**config.mk**
```make
export PLATFORM = sky130hd
export DESIGN_NAME = seq_divider_16bit_flat
export DESIGN_NICKNAME = d
export VERILOG_FILES = /design/src/rtl/div_pkg.sv /design/src/rtl/seq_divider_16bit_if.sv /design/src/rtl/carry_lookahead_adder_16bit.sv /design/src/rtl/seq_divider_16bit.sv /design/src/flat_wrapper.sv
export SDC_FILE = /design/constraint.sdc
export NUM_CORES = 1
export LEC_CHECK = 0
export CORE_ASPECT_RATIO = 1.4
export CORE_MARGIN = 2
export CORE_UTILIZATION = 30
export CTS_CLUSTER_SIZE = 16
export DETAILED_ROUTE_END_ITERATION = 8
export PLACE_DENSITY_LB_ADDON = 0.3
export SLEW_MARGIN = 20
export SYNTH_ARGS = -nofsm -noshare
export SYNTH_HDL_FRONTEND = slang
export SYNTH_HIERARCHICAL = 1
export SYNTH_SLANG_ARGS = --single-unit
export TNS_END_PERCENT = 10
```
**constraint.sdc**
```tcl
create_clock -name clk -period 4 [get_ports clk]
set_clock_uncertainty 0.05 [all_clocks]
set_input_delay 0.8 -clock clk [delete_from_list [all_inputs] [get_ports clk]]
set_output_delay 0.8 -clock clk [all_outputs]
set_load 0.005 [all_outputs]
```
**src/rtl/div_pkg.sv**
```systemverilog
// Shared constants and state encoding for the sequential 16-bit divider.
`default_nettype none

package div_pkg;

  localparam int DIV_WIDTH = 16;
  localparam int DIV_ITERS = 16;
  localparam logic [15:0] DIV_BYZERO_Q = 16'hFFFF;

  typedef enum logic [1:0] {
    DIV_IDLE = 2'd0,
    DIV_RUN  = 2'd1,
    DIV_DONE = 2'd2
  } div_state_t;

endpackage

`default_nettype wire

```
**src/rtl/seq_divider_16bit_if.sv**
```systemverilog
// Start/busy/done handshake and operand/result bus for seq_divider_16bit.
`default_nettype none

interface seq_divider_16bit_if;
  import div_pkg::*;

  logic                 start;
  logic [DIV_WIDTH-1:0] dividend;
  logic [DIV_WIDTH-1:0] divisor;
  logic                 busy;
  logic                 done;
  logic [DIV_WIDTH-1:0] quotient;
  logic [DIV_WIDTH-1:0] remainder;
  logic                 div_by_zero;

  modport master (
    output start, dividend, divisor,
    input  busy, done, quotient, remainder, div_by_zero
  );

  modport slave (
    input  start, dividend, divisor,
    output busy, done, quotient, remainder, div_by_zero
  );

endinterface

`default_nettype wire

```
**src/rtl/carry_lookahead_adder_16bit.sv**
```systemverilog
// 16-bit two-level carry-lookahead adder/subtractor (4-bit groups).
// In subtract mode cout is the no-borrow flag.
`default_nettype none

module carry_lookahead_adder_16bit (
  input  wire logic [15:0] i_in0,
  input  wire logic [15:0] i_in1,
  input  wire logic        i_sub,
  input  wire logic        i_cin,
  output logic      [15:0] o_sum,
  output logic             o_cout,
  output logic             o_v
);

  logic [15:0] w_b;
  logic [15:0] w_p;
  logic [15:0] w_g;
  logic [16:0] w_c;
  logic [4:0]  w_gc;
  logic [3:0]  w_gg;
  logic [3:0]  w_gp;

  // Subtract is in0 + ~in1 + 1, so the effective carry-in is inverted by sub.
  assign w_b     = i_in1 ^ {16{i_sub}};
  assign w_p     = i_in0 ^ w_b;
  assign w_g     = i_in0 & w_b;
  assign w_gc[0] = i_cin ^ i_sub;

  genvar gi;
  generate
    for (gi = 0; gi < 4; gi++) begin : g_group
      localparam int c_B = 4 * gi;

      assign w_gp[gi] = &w_p[c_B +: 4];
      assign w_gg[gi] = w_g[c_B+3]
                      | (w_p[c_B+3] & w_g[c_B+2])
                      | (w_p[c_B+3] & w_p[c_B+2] & w_g[c_B+1])
                      | (w_p[c_B+3] & w_p[c_B+2] & w_p[c_B+1] & w_g[c_B]);

      assign w_c[c_B]   = w_gc[gi];
      assign w_c[c_B+1] = w_g[c_B] | (w_p[c_B] & w_gc[gi]);
      assign w_c[c_B+2] = w_g[c_B+1]
                        | (w_p[c_B+1] & w_g[c_B])
                        | (w_p[c_B+1] & w_p[c_B] & w_gc[gi]);
      assign w_c[c_B+3] = w_g[c_B+2]
                        | (w_p[c_B+2] & w_g[c_B+1])
                        | (w_p[c_B+2] & w_p[c_B+1] & w_g[c_B])
                        | (w_p[c_B+2] & w_p[c_B+1] & w_p[c_B] & w_gc[gi]);
    end
  endgenerate

  assign w_gc[1] = w_gg[0] | (w_gp[0] & w_gc[0]);
  assign w_gc[2] = w_gg[1] | (w_gp[1] & w_gg[0]) | (w_gp[1] & w_gp[0] & w_gc[0]);
  assign w_gc[3] = w_gg[2] | (w_gp[2] & w_gg[1]) | (w_gp[2] & w_gp[1] & w_gg[0])
                 | (w_gp[2] & w_gp[1] & w_gp[0] & w_gc[0]);
  assign w_gc[4] = w_gg[3] | (w_gp[3] & w_gg[2]) | (w_gp[3] & w_gp[2] & w_gg[1])
                 | (w_gp[3] & w_gp[2] & w_gp[1] & w_gg[0])
                 | (w_gp[3] & w_gp[2] & w_gp[1] & w_gp[0] & w_gc[0]);
  assign w_c[16] = w_gc[4];

  assign o_sum  = w_p ^ w_c[15:0];
  assign o_cout = w_c[16];
  assign o_v    = w_c[15] ^ w_c[16];

endmodule

`default_nettype wire

```
**src/rtl/seq_divider_16bit.sv**
```systemverilog
// Sequential 16-bit unsigned restoring divider: one quotient bit per clock
// through a shared carry-lookahead subtractor, start/busy/done handshake.
`default_nettype none

module seq_divider_16bit
  import div_pkg::*;
#(
  parameter int WIDTH = DIV_WIDTH
) (
  input wire logic           clk,
  input wire logic           rst,
  seq_divider_16bit_if.slave bus
);

  localparam logic [1:0] c_ST_IDLE   = 2'(DIV_IDLE);
  localparam logic [1:0] c_ST_RUN    = 2'(DIV_RUN);
  localparam logic [1:0] c_ST_DONE   = 2'(DIV_DONE);
  localparam logic [3:0] c_LAST_ITER = 4'(DIV_ITERS - 1);

  generate
    if (WIDTH != 16) begin : g_bad_width
      $error("seq_divider_16bit: WIDTH must be 16 (shared adder is 16-bit)");
    end
  endgenerate

  logic [1:0]       r_state;
  logic [WIDTH-1:0] r_q;
  logic [WIDTH-1:0] r_r;
  logic [WIDTH-1:0] r_d;
  logic [3:0]       r_count;
  logic             r_dbz;

  logic [15:0] w_t;
  logic [15:0] w_diff;
  logic        w_msb;
  logic        w_cout;
  logic        w_ok;
  logic        w_unused_v;

  // Shift the next dividend bit into the partial remainder; the bit shifted
  // out of R is the transient 17th bit and forces a successful subtract.
  assign w_t   = {r_r[14:0], r_q[15]};
  assign w_msb = r_r[15];
  assign w_ok  = w_msb | w_cout;

  carry_lookahead_adder_16bit u_sub (
    .i_in0  (w_t),
    .i_in1  (r_d),
    .i_sub  (1'b1),
    .i_cin  (1'b0),
    .o_sum  (w_diff),
    .o_cout (w_cout),
    .o_v    (w_unused_v)
  );

  always_ff @(posedge clk) begin
    if (rst) begin
      r_state <= c_ST_IDLE;
      r_q     <= '0;
      r_r     <= '0;
      r_d     <= '0;
      r_count <= '0;
      r_dbz   <= 1'b0;
    end else begin
      case (r_state)
        c_ST_IDLE: begin
          if (bus.start) begin
            if (bus.divisor == '0) begin
              r_q     <= DIV_BYZERO_Q;
              r_r     <= bus.dividend;
              r_dbz   <= 1'b1;
              r_state <= c_ST_DONE;
            end else begin
              r_q     <= bus.dividend;
              r_r     <= '0;
              r_d     <= bus.divisor;
              r_count <= '0;
              r_dbz   <= 1'b0;
              r_state <= c_ST_RUN;
            end
          end
        end
        c_ST_RUN: begin
          r_r     <= w_ok ? w_diff : w_t;
          r_q     <= {r_q[14:0], w_ok};
          r_count <= r_count + 4'd1;
          if (r_count == c_LAST_ITER) begin
            r_state <= c_ST_DONE;
          end
        end
        c_ST_DONE: begin
          r_state <= c_ST_IDLE;
        end
        default: begin
          r_state <= c_ST_IDLE;
        end
      endcase
    end
  end

  assign bus.busy        = (r_state != c_ST_IDLE);
  assign bus.done        = (r_state == c_ST_DONE);
  assign bus.quotient    = r_q;
  assign bus.remainder   = r_r;
  assign bus.div_by_zero = r_dbz;

endmodule

`default_nettype wire

```
**src/flat_wrapper.sv**
```systemverilog
// flat-port wrapper written by rule: the top's interface ports become plain ports
module seq_divider_16bit_flat import div_pkg::*;
#(
  parameter int WIDTH = DIV_WIDTH
)
  (clk, rst, bus_start, bus_dividend, bus_divisor, bus_busy, bus_done, bus_quotient, bus_remainder, bus_div_by_zero);
  seq_divider_16bit_if bus_i ();
  input wire logic clk;
  input wire logic rst;
  input wire logic [$bits(bus_i.start)-1:0] bus_start;
  input wire logic [$bits(bus_i.dividend)-1:0] bus_dividend;
  input wire logic [$bits(bus_i.divisor)-1:0] bus_divisor;
  output wire logic [$bits(bus_i.busy)-1:0] bus_busy;
  output wire logic [$bits(bus_i.done)-1:0] bus_done;
  output wire logic [$bits(bus_i.quotient)-1:0] bus_quotient;
  output wire logic [$bits(bus_i.remainder)-1:0] bus_remainder;
  output wire logic [$bits(bus_i.div_by_zero)-1:0] bus_div_by_zero;
  assign bus_i.start = bus_start;
  assign bus_i.dividend = bus_dividend;
  assign bus_i.divisor = bus_divisor;
  assign bus_busy = bus_i.busy;
  assign bus_done = bus_i.done;
  assign bus_quotient = bus_i.quotient;
  assign bus_remainder = bus_i.remainder;
  assign bus_div_by_zero = bus_i.div_by_zero;
  seq_divider_16bit #(.WIDTH(WIDTH)) u_core (.clk(clk), .rst(rst), .bus(bus_i));
endmodule
```
==> flow_summary.toml, run 1 <==
[run_status]
status = "finished clean"

[global_routing]
grt_util_all_layers_pct = 15.1
grt-ovfl-total = 0
grt_pass1_wl_mm = 16.2
grt_max_degree = 69
grt_pass1_vias = 3212
antenna_found_initial = 0

[power]
p_leak_nw = 1.75
p_per_area_mw_per_mm2 = 345
switching_power_w = 0.000491
switching_share_pct = 31.4
pwr-share-comb_pct = 32.2
clockPowerShare_pct = 27.3
seqPwrFrac_pct = 40.4
peakVddDrop_uv = 190
intPower_w = 0.00107

[detailed_routing]
wirelength_mm = 10.0
ant_nets = 0
via_per_inst = 5.14
drc = 0
firstDrtPassIters = 4
post_drt_wl_per_cell_um = 15.8
drtIter0Drc = 188
dr_total_vias = 3254

[synthesis]
syn_nets = 489
syn_area_mm2 = 0.00371
synth_cells = 433
yosys_warnings = 6
avgSynthCellArea_um2 = 8.57

[clocking]
root_buffer = "clkbuf_16"
postCtsHoldBufs = 0
cts_setup_buffers = 0
h-tree-depth = 2
clock_path_buffers = 2
cts_made_buffers = 5
clock_latency_ns = 0.30
clk_pin_slew_ns = 0.07
cts_tree = "yes"
clock_sinks = 55
cts-resized-gates = 0

[timing]
tightest_slew_ns = 0.754
fin_crit_sh_pct = 77.8
max_slew_margin_pct = 49.7
tns_ns = 0
fin_crit_ns = 3.11
grt_setup_unrepaired = "false"
slew_violations = 0
hold_viol_final = 0
setup_violations = 0
worst_slack_ns = 0.886
max_freq_mhz = 321

[setup_path]
critPathMostFrequentCell = "a21oi_1"
cp_max_fo = 17
path_buf_inv = 0
end_kind = "flop"
cp_top_family = "compound AO/OA/AOI/OAI gates"
critical_path.max_stage_delay_ns = 0.41
cp.required_ns = 4.11
path_class = "reg -> reg"
cpMaxStageDelayCell = "nor2_4"
arrival_ns = 3.22
start_kind = "flop"
crit_chain = "xor2_1 -> ha_1 -> a21oi_1 -> o311ai_1 -> nand4_1 -> o311a_4 -> o2bb2ai_2 -> o21bai_1 -> nor2_4 -> mux2_2 -> a21oi_1 -> a211oi_2"

[floorplanning]
die_x_um = 98
ios = 70
die_y_um = 136
initial_utilization_pct = 30.4
rows = 48
core_mm2 = 0.0122
die_area_mm2 = 0.0133

[job]
drv_cap = 0

[placed_design]
numPortBuffers = 69
pre_cts_slack_ns = 0.826
gp_congestion = 0.832
hpwl_mm = 7.44

[min_path]
min_path_type = "reg -> reg"

[finish]
antenna_cells = 0
finish.net_count = 538
drive_gt1_share_pct = 8.28
area_growth_pct = 22.3
## state kept, by name, indices dropped and copies added, names as in the netlist
| name | count |
|---|---|
| u_core/bus.quotient | 16 |
| u_core/bus.remainder | 16 |
| u_core/r_d | 16 |
| u_core/r_count | 4 |
| u_core/r_state | 2 |
| u_core/bus.div_by_zero | 1 |
## metrics by stage
step | total power (W) | hold slack (ns) | cells | instance area (um2) | utilization [%]
after floorplan | 0.000980 | 0.410 | 433 | 3710 | -
after global placement | 0.00114 | 0.423 | 625 | 4400 | 36.1
after detailed placement | 0.00115 | 0.427 | 625 | 4400 | 36.1
after CTS | 0.00159 | 0.440 | 633 | 4540 | 37.2
after global routing | 0.00166 | 0.453 | 633 | 4540 | 37.2
final | 0.00157 | 0.437 | 633 | 4540 | 37.2
## worst min-delay path: stages, from the launching register on
cell and delay [ns]:
dfxtp_1 0.32, nand2b_1 0.06, mux2i_1 0.05
## area by class of cell
class                   count  area, um2
clock buffers               7        133
clock inverters             1       5.00
fillers                  1270       7650
inverters                  22       82.6
multi-input cells         326       2320
flip-flops and latches     55       1100
well taps                 150        188
repair buffers             72        711
## metal layers
| layer | up-vias | track usage, % | share of wire [%] |
|---|---|---|---|
| met2 | 77 | 27.0 | 52 |
| met3 | 14 | 2.43 | 3.6 |
| li1 | 1630 | - | - |
| met5 | - | 0 | 0 |
| met4 | 0 | 5.40 | 2.3 |
| met1 | 1533 | 18.3 | 42 |
## power by group through the flow
| stage | Combinational [W] | Sequential (W) | Clock, W |
|---|---|---|---|
| after floorplan | 0.000346 | 0.000634 | 0 |
| after global placement | 0.000496 | 0.000646 | 0 |
| after detailed placement | 0.000503 | 0.000646 | 0 |
| after CTS | 0.000506 | 0.000634 | 0.000447 |
| after global routing | 0.000558 | 0.000639 | 0.000464 |
| final | 0.000505 | 0.000633 | 0.000428 |
## layout by cell type, fill, tap and decap left out, types with 2 or more instances in the layout
master / count
a21oi_2: 2
nor2_1: 41
a211oi_2: 3
nor4_1: 4
nand4_1: 3
a311oi_1: 9
nand4b_1: 4
nor3_1: 16
o22ai_1: 7
dfxtp_1: 55
a21oi_1: 34
a211oi_1: 18
mux2i_1: 13
nand2b_1: 25
nand2_1: 22
mux2_1: 2
nand3b_1: 3
nor2_4: 3
clkbuf_1: 2
xor2_1: 16
conb_1: 2
nor3b_1: 2
or2b_1: 2
a31oi_1: 3
ha_1: 17
nand3_1: 19
mux2_2: 14
fa_1: 4
xnor2_1: 8
clkbuf_16: 5
clkdlybuf4s50_1: 68
buf_4: 4
o21ai_0: 9
inv_1: 22
## final timing paths
check	startpoint	end	slack (ns)	cells past startpoint
min reg2reg	u_core/r_d[1]$_SDFFE_PP0P_	u_core/r_d[1]$_SDFFE_PP0P_	0.44	2
max reg2reg	u_core/r_d[7]$_SDFFE_PP0P_	u_core/bus.remainder[2]$_SDFFE_PP0P_	0.89	12
min	u_core/r_d[1]$_SDFFE_PP0P_	u_core/r_d[1]$_SDFFE_PP0P_	0.44	2
max	u_core/r_d[7]$_SDFFE_PP0P_	u_core/bus.remainder[2]$_SDFFE_PP0P_	0.89	12
No activity file was read; power rests on OpenSTA's default activity.
==> run 2, diff against run 1 <==
==> constraint.sdc (replaced) <==
create_clock -name clk -period 2.6 [get_ports clk]
set_clock_uncertainty 0.05 [all_clocks]
set_input_delay 0.52 -clock clk [delete_from_list [all_inputs] [get_ports clk]]
set_output_delay 0.52 -clock clk [all_outputs]
set_load 0.005 [all_outputs]
==> run 2 against run 1 <==
Hold slack lost 0.0036 ns. Via count grew 9.3%. Sequential share of layout area shrank 3.3 points. Power grew 88%. Register-to-register slack lost 1.0 ns. Non-clock buffer count grew 51. The run now ends with negative setup slack left. Count of clock-buffer cells in the layout shrank 1. Critical path depth grew 1. Critical path type unchanged. Highest routed layer unchanged. Die area is the same. Flip-flop and latch count is the same. Routed wire length grew 12%.
==> flow_summary.toml, run 2 (synthesized netlist as in run 1, its figures left out) <==
[power]
peakVddDrop_uv = 260
p_per_area_mw_per_mm2 = 554
p_leak_nw = 2.12
finalPower_w = 0.00294

[detailed_routing]
ant_nets = 0
dr_total_vias = 3558
drtIter0Drc = 189
post_drt_wl_per_cell_um = 16.5
via_per_inst = 5.20
drc = 0
wirelength_mm = 11.3
firstDrtPassIters = 4

[setup_path]
arrival_ns = 2.85
cp_max_fo = 8
worstRegToRegCells = 13
start_kind = "flop"
crit_chain = "xor2_2 -> ha_4 -> a21oi_2 -> o311ai_2 -> nand4_1 -> o311a_4 -> o2bb2ai_4 -> o21bai_4 -> nor2_4 -> buf_12 -> mux2_2 -> a21oi_2 -> a211oi_1"
end_kind = "flop"
path_class = "reg -> reg"
cpMaxStageDelayCell = "mux2_2"
critical_path.max_stage_delay_ns = 0.34
cp.required_ns = 2.74
critPathMostFrequentCell = "a21oi_2"

[placed_design]
gp_congestion = 0.813
hpwl_mm = 8.00
placed_area_mm2 = 0.00482
numPortBuffers = 69

[finish]
area_growth_pct = 42.9
drive_gt1_share_pct = 25.1
multiInputGateArea_mm2 = 0.00258
finish.net_count = 589
final_cell_mix = "clkdlybuf4s50_1, dfxtp_1, buf_4"
design_area_mm2 = 0.00530
mostFrequentLayoutCell = "clkdlybuf4s50_1"
fin_util_pct = 43.5
fillers = 1190
regArea_mm2 = 0.00111
antenna_cells = 0

[global_routing]
antenna_found_initial = 0
grt_max_degree = 46
grt_pass1_wl_mm = 18.1
grt_pass1_vias = 3562
grt-ovfl-total = 0
grt_util_all_layers_pct = 17.0

[floorplanning]
die_y_um = 136
core_mm2 = 0.0122
die_x_um = 98
rows = 48
ios = 70
initial_utilization_pct = 30.4
die_area_mm2 = 0.0133

[clocking]
clock_path_buffers = 2
cts_made_buffers = 5
root_buffer = "clkbuf_16"
clock_sinks = 55
clock_latency_ns = 0.30
h-tree-depth = 2
cts_tree = "yes"
clk_pin_slew_ns = 0.07

[timing]
timing.hold.ws_ns = 0.434
setup_violations = 17
max_freq_mhz = 369
slew_violations = 0
tightest_slew_ns = 0.731
grt_setup_unrepaired = "true"
fin_crit_ns = 2.71
fin_crit_sh_pct = 104
worst_slack_ns = -0.110
hold_viol_final = 0
max_slew_margin_pct = 51.3

[run_status]
status = "finished with violations"
violations = "negative setup slack"

[min_path]
hold_depth = 2
min_path_type = "reg -> reg"

[job]
drv_cap = 0
run 2: cell count changes in the layout (fill, tap and decap cells not counted), moves of 4 or more:
cell     before  now
dfxtp_2       0    5
a21oi_1      34   14
mux2_2       14    1
dfxtp_1      55   49
ha_1         17   13
mux2_4        0   15
buf_4         4   47
buf_12        0    4
a21oi_2       2   20
run 2: power by group:
| group | leakage (nW) | total, W | switching, W | internal [W] |
|---|---|---|---|---|
| clock | 0.0911 | 0.000877 | 0.000324 | 0.000553 |
| sequential | 0.456 | 0.000964 | 0.0000558 | 0.000908 |
| combinational | 1.58 | 0.00110 | 0.000505 | 0.000592 |
run 2: cell type report:
class                   instances  share of cell area [%]
clock buffers                   6                    2.43
flip-flops and latches         55                    21.0
multi-input cells             326                    48.6
repair buffers                123                    21.7
well taps                     150                    3.54
inverters                      22                    1.56
clock inverters                 2                    1.13
run 2: through the flow:
stage | worst slack [ns] | std cells | TNS, ns
after floorplan | -0.0677 | 433 | -0.567
after global placement | -0.256 | 666 | -3.55
after detailed placement | -0.320 | 666 | -4.63
after CTS | -0.0940 | 684 | -1.22
after global routing | -0.241 | 684 | -3.65
final | -0.110 | 684 | -1.43
run 2: final timing paths:
path	to	slack, ns	start
min	u_core/r_d[7]$_SDFFE_PP0P_	0.43	u_core/r_d[7]$_SDFFE_PP0P_
max reg2reg	u_core/bus.remainder[15]$_SDFFE_PP0P_	-0.11	u_core/r_d[5]$_SDFFE_PP0P_
min reg2reg	u_core/r_d[7]$_SDFFE_PP0P_	0.43	u_core/r_d[7]$_SDFFE_PP0P_
max	u_core/bus.remainder[15]$_SDFFE_PP0P_	-0.11	u_core/r_d[5]$_SDFFE_PP0P_
run 2: timing repair:
action,CTS,global route
setup endpoints to repair,17,17
pin swaps,22,12
cloned,1,0
setup buffers,9,0
hold buffers,0,0
resized for setup,47,9
run 2: critical path: cells and delay by family, from the launching register on:
| kind | cells | cell delay, ns |
|---|---|---|
| AND/OR/NAND/NOR | 2 | 0.32 |
| adder cells (fa/ha/maj) | 1 | 0.25 |
| buffers and inverters | 1 | 0.17 |
| AO/OA/AOI/OAI | 7 | 0.95 |
| XOR/XNOR | 1 | 0.21 |
| flip-flops | 1 | 0.33 |
| multiplexers | 1 | 0.34 |
run 2: routing by layer:
metal  wire (um)  vias up  global-route usage, %
met1        4540     1696                   20.3
met4         318        0                   6.40
met3         489       18                   2.43
met5           0        -                      0
li1            -     1734                      -
met2        5900      110                   30.7
==> run 3, diff against run 2 <==
--- a/config.mk
+++ b/config.mk
@@ -10,10 +10,9 @@
 export CORE_UTILIZATION = 30
 export CTS_CLUSTER_SIZE = 16
 export DETAILED_ROUTE_END_ITERATION = 8
-export PLACE_DENSITY_LB_ADDON = 0.3
+export PLACE_DENSITY = 0.61
 export SLEW_MARGIN = 20
 export SYNTH_ARGS = -nofsm -noshare
 export SYNTH_HDL_FRONTEND = slang
-export SYNTH_HIERARCHICAL = 1
 export SYNTH_SLANG_ARGS = --single-unit
 export TNS_END_PERCENT = 10
==> run 3 against run 2 <==
The flow now finishes without violations. Worst setup slack better by 0.19 ns. Critical path type unchanged. Hold slack worse by 0.024 ns. Critical endpoint is now u_core.bus.remainder[12]$_SDFFE_PP0P_. Routed wire length is 14% lower. Utilization is 0.52 points lower. Register-to-register slack better by 0.19 ns. Count of clock-buffer cells in the layout is 1 lower. Area after synthesis is 16% lower.
==> flow_summary.toml, run 3 <==
[detailed_routing]
wirelength_mm = 9.72
drc = 0
via_per_inst = 5.10
drtIter0Drc = 150
firstDrtPassIters = 4
dr_total_vias = 3076
post_drt_wl_per_cell_um = 16.1
ant_nets = 0

[clocking]
postCtsHoldBufs = 0
cts_made_buffers = 5
clk_pin_slew_ns = 0.07
clock_path_buffers = 2
root_buffer = "clkbuf_16"
cts_tree = "yes"
clock_latency_ns = 0.30
clock_sinks = 55
h-tree-depth = 2

[timing]
max_freq_mhz = 397
tns_ns = 0
grt_setup_unrepaired = "true"
fin_crit_sh_pct = 96.8
tightest_slew_ns = 0.597
slew_violations = 0
max_slew_margin_pct = 60.1
setup_violations = 0
hold_viol_final = 0
fin_crit_ns = 2.52

[floorplanning]
core_mm2 = 0.0102
die_area_mm2 = 0.0112
rows = 44
die_x_um = 90.2
initial_utilization_pct = 30.5
die_y_um = 125
ios = 70

[finish]
fin_util_pct = 43.0
fillers = 1060
final_cell_mix = "clkdlybuf4s50_1, nand2_1, dfxtp_1"
antenna_cells = 0
mostFrequentLayoutCell = "clkdlybuf4s50_1"
area_growth_pct = 40.9
finish.net_count = 521
drive_gt1_share_pct = 15.9

[setup_path]
crit_chain = "inv_2 -> ha_4 -> a31o_1 -> a221oi_4 -> o31ai_4 -> o41ai_2 -> nor2_1 -> nor2_1 -> fa_1 -> mux2i_1 -> o2bb2ai_1"
path_class = "reg -> reg"
cp_max_fo = 3
reg2reg_to = "u_core.bus.remainder[12]$_SDFFE_PP0P_"
end_kind = "flop"
reg2reg_slack_ns = 0.08
critPathMostFrequentCell = "nor2_1"
rr_startpoint = "u_core.bus.quotient[15]$_SDFFE_PP0P_"
cp.required_ns = 2.78
start_kind = "flop"
worstRegToRegCells = 11
critical_path.max_stage_delay_ns = 0.42
arrival_ns = 2.70
cpMaxStageDelayCell = "fa_1"

[global_routing]
grt_pass1_vias = 3063
grt_max_degree = 39
antenna_found_initial = 0
grt_util_all_layers_pct = 17.4
grt_pass1_wl_mm = 15.7
grt-ovfl-total = 0

[synthesis]
synth_seq_cells = 55
post-synth-top-count-cell = "nand2_1"
synthArstFlopShare_pct = 0
ys.flop_type = "dfxtp_1"
synth_edf_count = 0
ys_seq_area_share_pct = 35.3
synth.top_cell.area_share_pct = 35.3
yosys-top-cells-count = "nand2_1, dfxtp_1, a21oi_1, inv_1, nor2_1"
synth_cells = 370
syn_area_mm2 = 0.00312
synthTopCellsByArea = "dfxtp_1, ha_1, a21oi_1"
synth.largest_area_cell = "dfxtp_1"
avgSynthCellArea_um2 = 8.44
yosys_warnings = 0
syn_nets = 426
synth.distinct_cells = 51

[power]
p_per_area_mw_per_mm2 = 707
peakVddDrop_uv = 365
p_leak_nw = 1.68

[placed_design]
gp_congestion = 0.830
numPortBuffers = 69
hpwl_mm = 7.67

[min_path]
hold_start = "u_core.r_d[14]$_SDFFE_PP0P_"
hold_depth = 2
hold-path-endpoint = "u_core.r_d[14]$_SDFFE_PP0P_"
min_path_type = "reg -> reg"

[job]
drv_cap = 0

[run_status]
status = "finished clean"
run 3: area by class of cell:
cell class	count	area, um2	area share (%)
clock buffer	5	125	2.84
clock inverter	2	16.3	0.370
tap	138	173	3.92
sequential	55	1110	25.2
timing repair buffer	110	1010	22.9
inverter	23	86.3	1.96
multi-input combinational	270	1890	42.9
run 3: worst max-delay path by stage:
stage | start | end | slack [ns]
floorplan | u_core.bus.remainder[0]$_SDFFE_PP0P_ | u_core.bus.remainder[12]$_SDFFE_PP0P_ | 0.007
global placement | bus_divisor[0] | u_core.r_d[4]$_SDFFE_PP0P_ | -0.10
detailed placement | bus_divisor[1] | u_core.r_count[3]$_SDFFE_PP0P_ | -0.14
CTS | u_core.bus.quotient[15]$_SDFFE_PP0P_ | u_core.bus.remainder[12]$_SDFFE_PP0P_ | 0.04
global route | u_core.bus.quotient[15]$_SDFFE_PP0P_ | u_core.bus.remainder[12]$_SDFFE_PP0P_ | -0.06
finish | u_core.bus.quotient[15]$_SDFFE_PP0P_ | u_core.bus.remainder[12]$_SDFFE_PP0P_ | 0.08
run 3: cell families (layout without fill, tap and decap cells):
family	Yosys count	count (layout)	synth area share, %
muxes	12	12	3.85
and+or+nand+nor	112	112	16.2
buffers and inverters	45	140	5.93
adders and majority gates	21	21	9.14
xor gates and xnor gates	11	11	3.09
DFF	55	55	35.3
AOI/OAI and AO/OA	114	114	26.5
run 3: metrics by stage:
| stage | instance area, um2 | setup slack [ns] | hold WS (ns) | std cells | power [W] |
|---|---|---|---|---|---|
| after CTS | 4400 | 0.0398 | 0.411 | 603 | 0.00314 |
| after global placement | 4250 | -0.102 | 0.396 | 596 | 0.00242 |
| after global routing | 4400 | -0.0553 | 0.428 | 603 | 0.00331 |
| after floorplan | 3170 | 0.00730 | 0.386 | 370 | 0.00195 |
| final | 4400 | 0.0834 | 0.410 | 603 | 0.00311 |
| after detailed placement | 4250 | -0.142 | 0.400 | 596 | 0.00245 |
run 3: critical path: cells and delay by family (launching register included):
kind	cells	cell delay, ns
flip-flops	1	0.35
buffers and inverters	1	0.05
adder cells (fa/ha/maj)	2	0.64
AND/OR/NAND/NOR	2	0.20
AO/OA/AOI/OAI	5	1.01
multiplexers	1	0.14
run 3: what timing repair did:
action	CTS	global route
hold endpoints to repair	0	0
pin swaps	2	0
buffers inserted	0	0
endpoints found under the setup margin	1	2
gates resized for setup	0	5
run 3: per-layer routing:
| metal | wire, um | global-route usage, % | vias up | part of all wire [%] |
|---|---|---|---|---|
| met5 | 0 | 0 | - | 0 |
| met2 | 5110 | 31.8 | 66 | 53 |
| met3 | 308 | 2.66 | 17 | 3.2 |
| met1 | 4030 | 20.2 | 1469 | 41 |
| li1 | - | - | 1524 | - |
| met4 | 274 | 6.79 | 0 | 2.8 |
run 3: report_power, final:
| group | internal, W | switching, W |
|---|---|---|
| registers | 0.000928 | 0.0000805 |
| clock network | 0.000356 | 0.000330 |
| logic | 0.000722 | 0.000693 |
